`src/rtl/posit_mul_seq.sv`:
```
// Multi-cycle posit<N,ES> multiplier: decode, shift-add mantissa multiply, RNE round, encode.
// Optional inexact/saturated status outputs are enabled by defining POSIT_MUL_STATUS_EN.
module posit_mul_seq #(
  parameter int N  = 32,
  parameter int ES = 3
) (
  input  logic         clk,
  input  logic         rst,
  input  logic         start,
  input  logic [N-1:0] posit_a,
  input  logic [N-1:0] posit_b,
  output logic         ready,
  output logic [N-1:0] posit_result,
  output logic         done
`ifdef POSIT_MUL_STATUS_EN
  ,
  output logic         inexact,
  output logic         saturated
`endif
);

  localparam int MW = N - ES - 2;
  localparam int SW = $clog2(N) + ES + 3;
  localparam int CW = $clog2(MW + 1);
  localparam int XW = ES + 2 * MW + 1;
  localparam int VW = XW + N;

  typedef enum logic [2:0] {StIdle, StDecode, StMul, StRound, StEncode} state_e;

  typedef struct packed {
    logic          zero;
    logic          nar;
    logic          sgn;
    logic [SW-1:0] scale;
    logic [MW-1:0] mant;
  } dec_t;

  function automatic dec_t decode(input logic [N-1:0] x);
    dec_t         d;
    logic [N-2:0] a;
    logic [N-2:0] rem;
    logic         run;
    int           m;
    int           k;
    int           e;
    d.sgn  = x[N-1];
    d.zero = (x == '0);
    d.nar  = (x == {1'b1, {(N-1){1'b0}}});
    a      = x[N-1] ? (~x[N-2:0] + 1'b1) : x[N-2:0];
    m      = 0;
    run    = 1'b1;
    for (int i = N - 2; i >= 0; i--) begin
      if (run && (a[i] == a[N-2])) m++;
      else run = 1'b0;
    end
    k = a[N-2] ? (m - 1) : -m;
    // Bits following the regime terminator, left-aligned: exponent then fraction.
    rem     = a << (m + 1);
    e       = int'(32'(rem) >> (N - 1 - ES));
    d.scale = SW'(k * (2 ** ES) + e);
    d.mant  = MW'({1'b1, rem[N-2-ES:0]} >> 2);
    return d;
  endfunction

  state_e               state_q;
  logic [N-1:0]         op_a_q, op_b_q;
  logic [MW-1:0]        ma_q;
  logic [2*MW-1:0]      p_q;
  logic [CW-1:0]        cnt_q;
  logic signed [SW-1:0] scale_q;
  logic                 sign_q, spec_q, spec_nar_q;
  logic [N-2:0]         mag_q;

  dec_t                 da, db;
  logic [MW:0]          addsum;
  logic [2*MW-1:0]      p_next;

  always_comb begin
    da     = decode(op_a_q);
    db     = decode(op_b_q);
    addsum = {1'b0, p_q[2*MW-1:MW]} + {1'b0, ma_q};
    p_next = p_q[0] ? {addsum, p_q[MW-1:1]} : {1'b0, p_q[2*MW-1:1]};
  end

  logic                 norm, k_over, k_under, guard, sticky, up, ovf;
  logic [2*MW-2:0]      frac;
  logic signed [SW-1:0] sc, k_s;
  logic [SW-1:0]        e_val;
  logic [XW-1:0]        x_str;
  logic signed [VW-1:0] v;
  logic [N-2:0]         body, rnd, mag;
  int                   k_int, sh;

  always_comb begin
    norm    = p_q[2*MW-1];
    frac    = norm ? p_q[2*MW-2:0] : {p_q[2*MW-3:0], 1'b0};
    sc      = scale_q + $signed({{(SW-1){1'b0}}, norm});
    k_s     = sc >>> ES;
    e_val   = sc & SW'((1 << ES) - 1);
    k_int   = int'(k_s);
    k_over  = (k_int > N - 2);
    k_under = (k_int < -(N - 1));
    sh      = (k_int >= 0) ? k_int : (-k_int - 1);
    if (sh > N) sh = N;
    // "10" smeared right gives k+1 ones then 0; "01" gives -k zeros then 1.
    x_str   = (XW'(k_s < 0 ? 2'b01 : 2'b10) << (XW - 2)) | (XW'(e_val) << (2 * MW - 1))
              | XW'(frac);
    v       = $signed({x_str, {N{1'b0}}}) >>> sh;
    body    = v[VW-1:VW-N+1];
    guard   = v[VW-N];
    sticky  = |v[VW-N-1:0];
    up      = guard & (sticky | body[0]);
    {ovf, rnd} = {1'b0, body} + N'(up);
    if (k_over || ovf)             mag = '1;
    else if (k_under || rnd == '0) mag = {{(N-2){1'b0}}, 1'b1};
    else                           mag = rnd;
  end

`ifdef POSIT_MUL_STATUS_EN
  logic inx, sat, inx_q, sat_q;
  always_comb begin
    inx = guard | sticky | k_over | k_under;
    sat = k_over | k_under | (body == '0) | ((&body) & (guard | sticky));
  end
`endif

  always_ff @(posedge clk or posedge rst) begin
    if (rst) begin
      state_q      <= StIdle;
      ready        <= 1'b1;
      done         <= 1'b0;
      posit_result <= '0;
      op_a_q       <= '0;
      op_b_q       <= '0;
      ma_q         <= '0;
      p_q          <= '0;
      cnt_q        <= '0;
      scale_q      <= '0;
      sign_q       <= 1'b0;
      spec_q       <= 1'b0;
      spec_nar_q   <= 1'b0;
      mag_q        <= '0;
`ifdef POSIT_MUL_STATUS_EN
      inx_q        <= 1'b0;
      sat_q        <= 1'b0;
      inexact      <= 1'b0;
      saturated    <= 1'b0;
`endif
    end else begin
      done <= 1'b0;
      case (state_q)
        StIdle: begin
          if (start) begin
            op_a_q  <= posit_a;
            op_b_q  <= posit_b;
            ready   <= 1'b0;
            state_q <= StDecode;
          end
        end
        StDecode: begin
          sign_q     <= da.sgn ^ db.sgn;
          scale_q    <= $signed(da.scale) + $signed(db.scale);
          ma_q       <= da.mant;
          p_q        <= {{MW{1'b0}}, db.mant};
          cnt_q      <= '0;
          spec_nar_q <= da.nar | db.nar;
          spec_q     <= da.nar | db.nar | da.zero | db.zero;
          state_q    <= (da.nar | db.nar | da.zero | db.zero) ? StEncode : StMul;
        end
        StMul: begin
          p_q   <= p_next;
          cnt_q <= cnt_q + 1'b1;
          if (cnt_q == CW'(MW - 1)) state_q <= StRound;
        end
        StRound: begin
          mag_q   <= mag;
`ifdef POSIT_MUL_STATUS_EN
          inx_q   <= inx;
          sat_q   <= sat;
`endif
          state_q <= StEncode;
        end
        StEncode: begin
          if (spec_q) posit_result <= spec_nar_q ? {1'b1, {(N-1){1'b0}}} : '0;
          else        posit_result <= sign_q ? (~{1'b0, mag_q} + 1'b1) : {1'b0, mag_q};
`ifdef POSIT_MUL_STATUS_EN
          inexact   <= ~spec_q & inx_q;
          saturated <= ~spec_q & sat_q;
`endif
          done    <= 1'b1;
          ready   <= 1'b1;
          state_q <= StIdle;
        end
        default: state_q <= StIdle;
      endcase
    end
  end

endmodule

```
`config.mk`:
```
export PLATFORM = sky130hd
export DESIGN_NAME = posit_mul_seq
export DESIGN_NICKNAME = d
export VERILOG_FILES = /design/src/rtl/posit_mul_seq.sv
export SDC_FILE = /design/constraint.sdc
export NUM_CORES = 1
export LEC_CHECK = 0
export ABC_AREA = 1
export BUFFER_PORTS_ARGS = -buffer_cell sky130_fd_sc_hd__buf_4
export CAP_MARGIN = 20
export CORE_ASPECT_RATIO = 2
export CORE_MARGIN = 5
export CORE_UTILIZATION = 50
export DETAILED_ROUTE_END_ITERATION = 7
export HOLD_SLACK_MARGIN = 0.02
export MAX_ROUTING_LAYER = met4
export PLACE_DENSITY = 0.66
export SYNTH_ARGS = -nofsm -noshare
export SYNTH_HDL_FRONTEND = slang
export SYNTH_SLANG_ARGS = --single-unit
```
`constraint.sdc`:
```
create_clock -name clk -period 35.3 [get_ports clk]
set_input_delay 1.765 -clock clk [delete_from_list [all_inputs] [get_ports clk]]
set_output_delay 1.765 -clock clk [all_outputs]
set_load 0.01 [all_outputs]
```
==> results.json <==
{
  "yosysTopAreaCell": "nand2_1",
  "tns_ns": 0,
  "min_period_ns": 23.06,
  "wl_per_cell_um": 17.5,
  "yosys_register_bits": 232,
  "synth-async-reset-ratio": 1.00,
  "fmax_mhz": 43.4,
  "row_count": 131,
  "crit_top_cell": "nand2_1",
  "status": "finished, violations left",
  "worst_ep_arrival_time_ns": 23.56,
  "clock_latency_ns": 0.61,
  "crit_start": "op_a_q[0]$_DFFE_PP0P_",
  "cts_tree": "done",
  "syn_area_um2": 32200,
  "crit_fanout": 34,
  "cts_setup_buffers": 0,
  "cts_buffers": 25,
  "slew_viol_final": 0,
  "whs_path_depth": 2,
  "hold_violations": 0,
  "hpwl_mm": 90.2,
  "critPathSlowestCell": "nand2_2",
  "portBuffers": 100,
  "slew_headroom": 0.156,
  "dr.pass1.iters": 8,
  "netlist_instances": 5506,
  "hp-class": "reg -> reg",
  "dieWidth_um": 189,
  "syn_avg_cell_area_um2": 5.84,
  "start_util": 0.504,
  "worstMarginPinSlew_ns": 1.26,
  "synth_top_area_share": 0.186,
  "fin_nets": 5639,
  "cts_sinks": 232,
  "vias_per_cell": 5.59,
  "clock_skew_ns": 0.0414,
  "synth_edf_count": 0,
  "rr_worst_depth": 132,
  "required_ns": 35.79,
  "layout_common_cells": "nand2_1, inv_1, nand3_1, o21ai_0, nor2_1",
  "max_stage_delay_ns": 0.62,
  "routed_wl_mm": 110,
  "antenna_found_initial": 1,
  "cts.clk_slew.worst_paths_ns": 0.08,
  "grt_pass1_wl_mm": 174,
  "n_fill_cell": 6888,
  "io_pins": 101,
  "yosysWarningCount": 0,
  "rsz0062_at_grt": "false",
  "syn-num-nets": 5677,
  "drive_above_1_share": 0.101,
  "setup_violations": 0,
  "die_h_um": 369,
  "ys_seq_area_frac": 0.181,
  "grt_usage": 0.316,
  "min-delay-start": "ready$_DFFE_PP1P_",
  "first_global_vias": 33973,
  "synth_ff_type": "dfrtp_1",
  "synth_area_leaders": "nand2_1, dfrtp_1, nand3_1, inv_1, o21ai_0",
  "final_common_cell": "nand2_1",
  "endpoint_kind": "register",
  "overflow": 0,
  "yosysUniqueCellTypes": 78,
  "clockRootBuffer": "clkbuf_16",
  "htreeDepth": 1,
  "remaining_drc_errors": 1,
  "detail-route-antenna-nets": 0,
  "cts.repair.resized": 0,
  "dieArea_um2": 69800,
  "grt_max_degree": 97,
  "cts.path.max_buffers": 3,
  "cap_viol_max_count": 0,
  "core_um2": 63800,
  "cts_hold_buf": 0,
  "timing.final.crit_share": 0.653,
  "critPathKind": "reg -> reg",
  "area_growth_pct": 5.93,
  "cp-start-kind": "register",
  "r2r-start": "op_a_q[0]$_DFFE_PP0P_",
  "place_congestion": 1.05,
  "violations": "design-rule violations",
  "layout.cells.non_filler": 6286,
  "vias": 35153,
  "dp_cells": 6239,
  "drt-initial-drc-count": 1875
}
[routing by layer]
metal  global-route usage  up-vias  wire length, um
met5                    -        -                0
met4                0.248        0            11100
met3               0.0226      438             3690
met2                0.599      938            58600
met1                0.287    15977            36900
li1                     -    17800                -
[synth_stat cells (18+ instances only)]
library cell	count
xnor2_1	46
a21oi_1	156
ha_1	102
o22ai_1	43
nand3_2	43
clkbuf_1	132
nor2_1	434
o21ai_1	33
inv_2	25
nand4_1	89
nand3b_1	18
inv_1	702
dfrtp_1	231
buf_1	27
o31ai_1	19
o21ai_0	464
a31oi_1	39
nor3_1	50
nand2_1	1592
nand3_1	620
nor2_2	37
nand2_2	99
a22oi_1	24
xor2_1	144
nand2_4	25
or2_2	56
o211ai_1	19
[cell type report]
type / count / area [um2] / area share
diodes: 1 / 2.50 / 0.0000734
clock buffers: 31 / 688 / 0.0202
repair buffers: 139 / 1040 / 0.0306
inverters: 755 / 2880 / 0.0846
flip-flops and latches: 232 / 5810 / 0.170
clock inverters: 15 / 180 / 0.00529
multi-input cells: 4315 / 22500 / 0.659
well taps: 798 / 998 / 0.0293
[per-stage QoR]
stage / util / area [um2] / setup WS, ns / hold slack [ns]
after floorplan: - / 32200 / 15.49 / 0.440
after global placement: 0.521 / 33200 / 12.54 / 0.452
after detailed placement: 0.521 / 33200 / 12.23 / 0.456
after CTS: 0.534 / 34100 / 12.15 / 0.467
after global routing: 0.534 / 34100 / 10.35 / 0.477
final: 0.534 / 34100 / 12.24 / 0.465
[flip-flops by register name (all words and copies together), names as in the netlist]
| signal | cells |
|---|---|
| cnt_q | 5 |
| done | 1 |
| ma_q | 27 |
| mag_q | 31 |
| op_a_q | 32 |
| op_b_q | 32 |
| p_q | 54 |
| posit_result | 32 |
| ready | 1 |
| scale_q | 11 |
| sign_q | 1 |
| spec_nar_q | 1 |
| spec_q | 1 |
| state_q | 3 |
[logic make-up after synthesis]
kind of cell             after synthesis  share of synthesized area
adder cells (fa/ha/maj)              104                     0.0409
flip-flops                           232                      0.181
XOR/XNOR                             193                     0.0533
AO/OA/AOI/OAI                        871                      0.154
buffers and inverters                959                      0.122
AND/OR/NAND/NOR                     3133                      0.444
multiplexers                          14                    0.00436
[critical path, delay by kind of cell, from the launching register on]
kind / cells / cell delay [ns]
simple gates: 78 / 10.96
fa+ha+maj: 28 / 7.99
compound gates: 12 / 2.12
buf+inv: 11 / 0.75
xor+xnor: 3 / 0.67
flops: 1 / 0.42
[final timing paths]
kind                                            to  slack [ns]
max reg2reg                scale_q[10]$_DFFE_PP0P_       12.24
max                        scale_q[10]$_DFFE_PP0P_       12.24
max in group asynchronous      p_q[53]$_DFFE_PP0P_       32.46
min reg2reg                      ready$_DFFE_PP1P_        0.46
min                              ready$_DFFE_PP1P_        0.46
min in group asynchronous           done$_DFF_PP0_        1.25
Power is not shown: default switching activity piles up to over one toggle a cycle in this logic, so the estimate is an artifact.
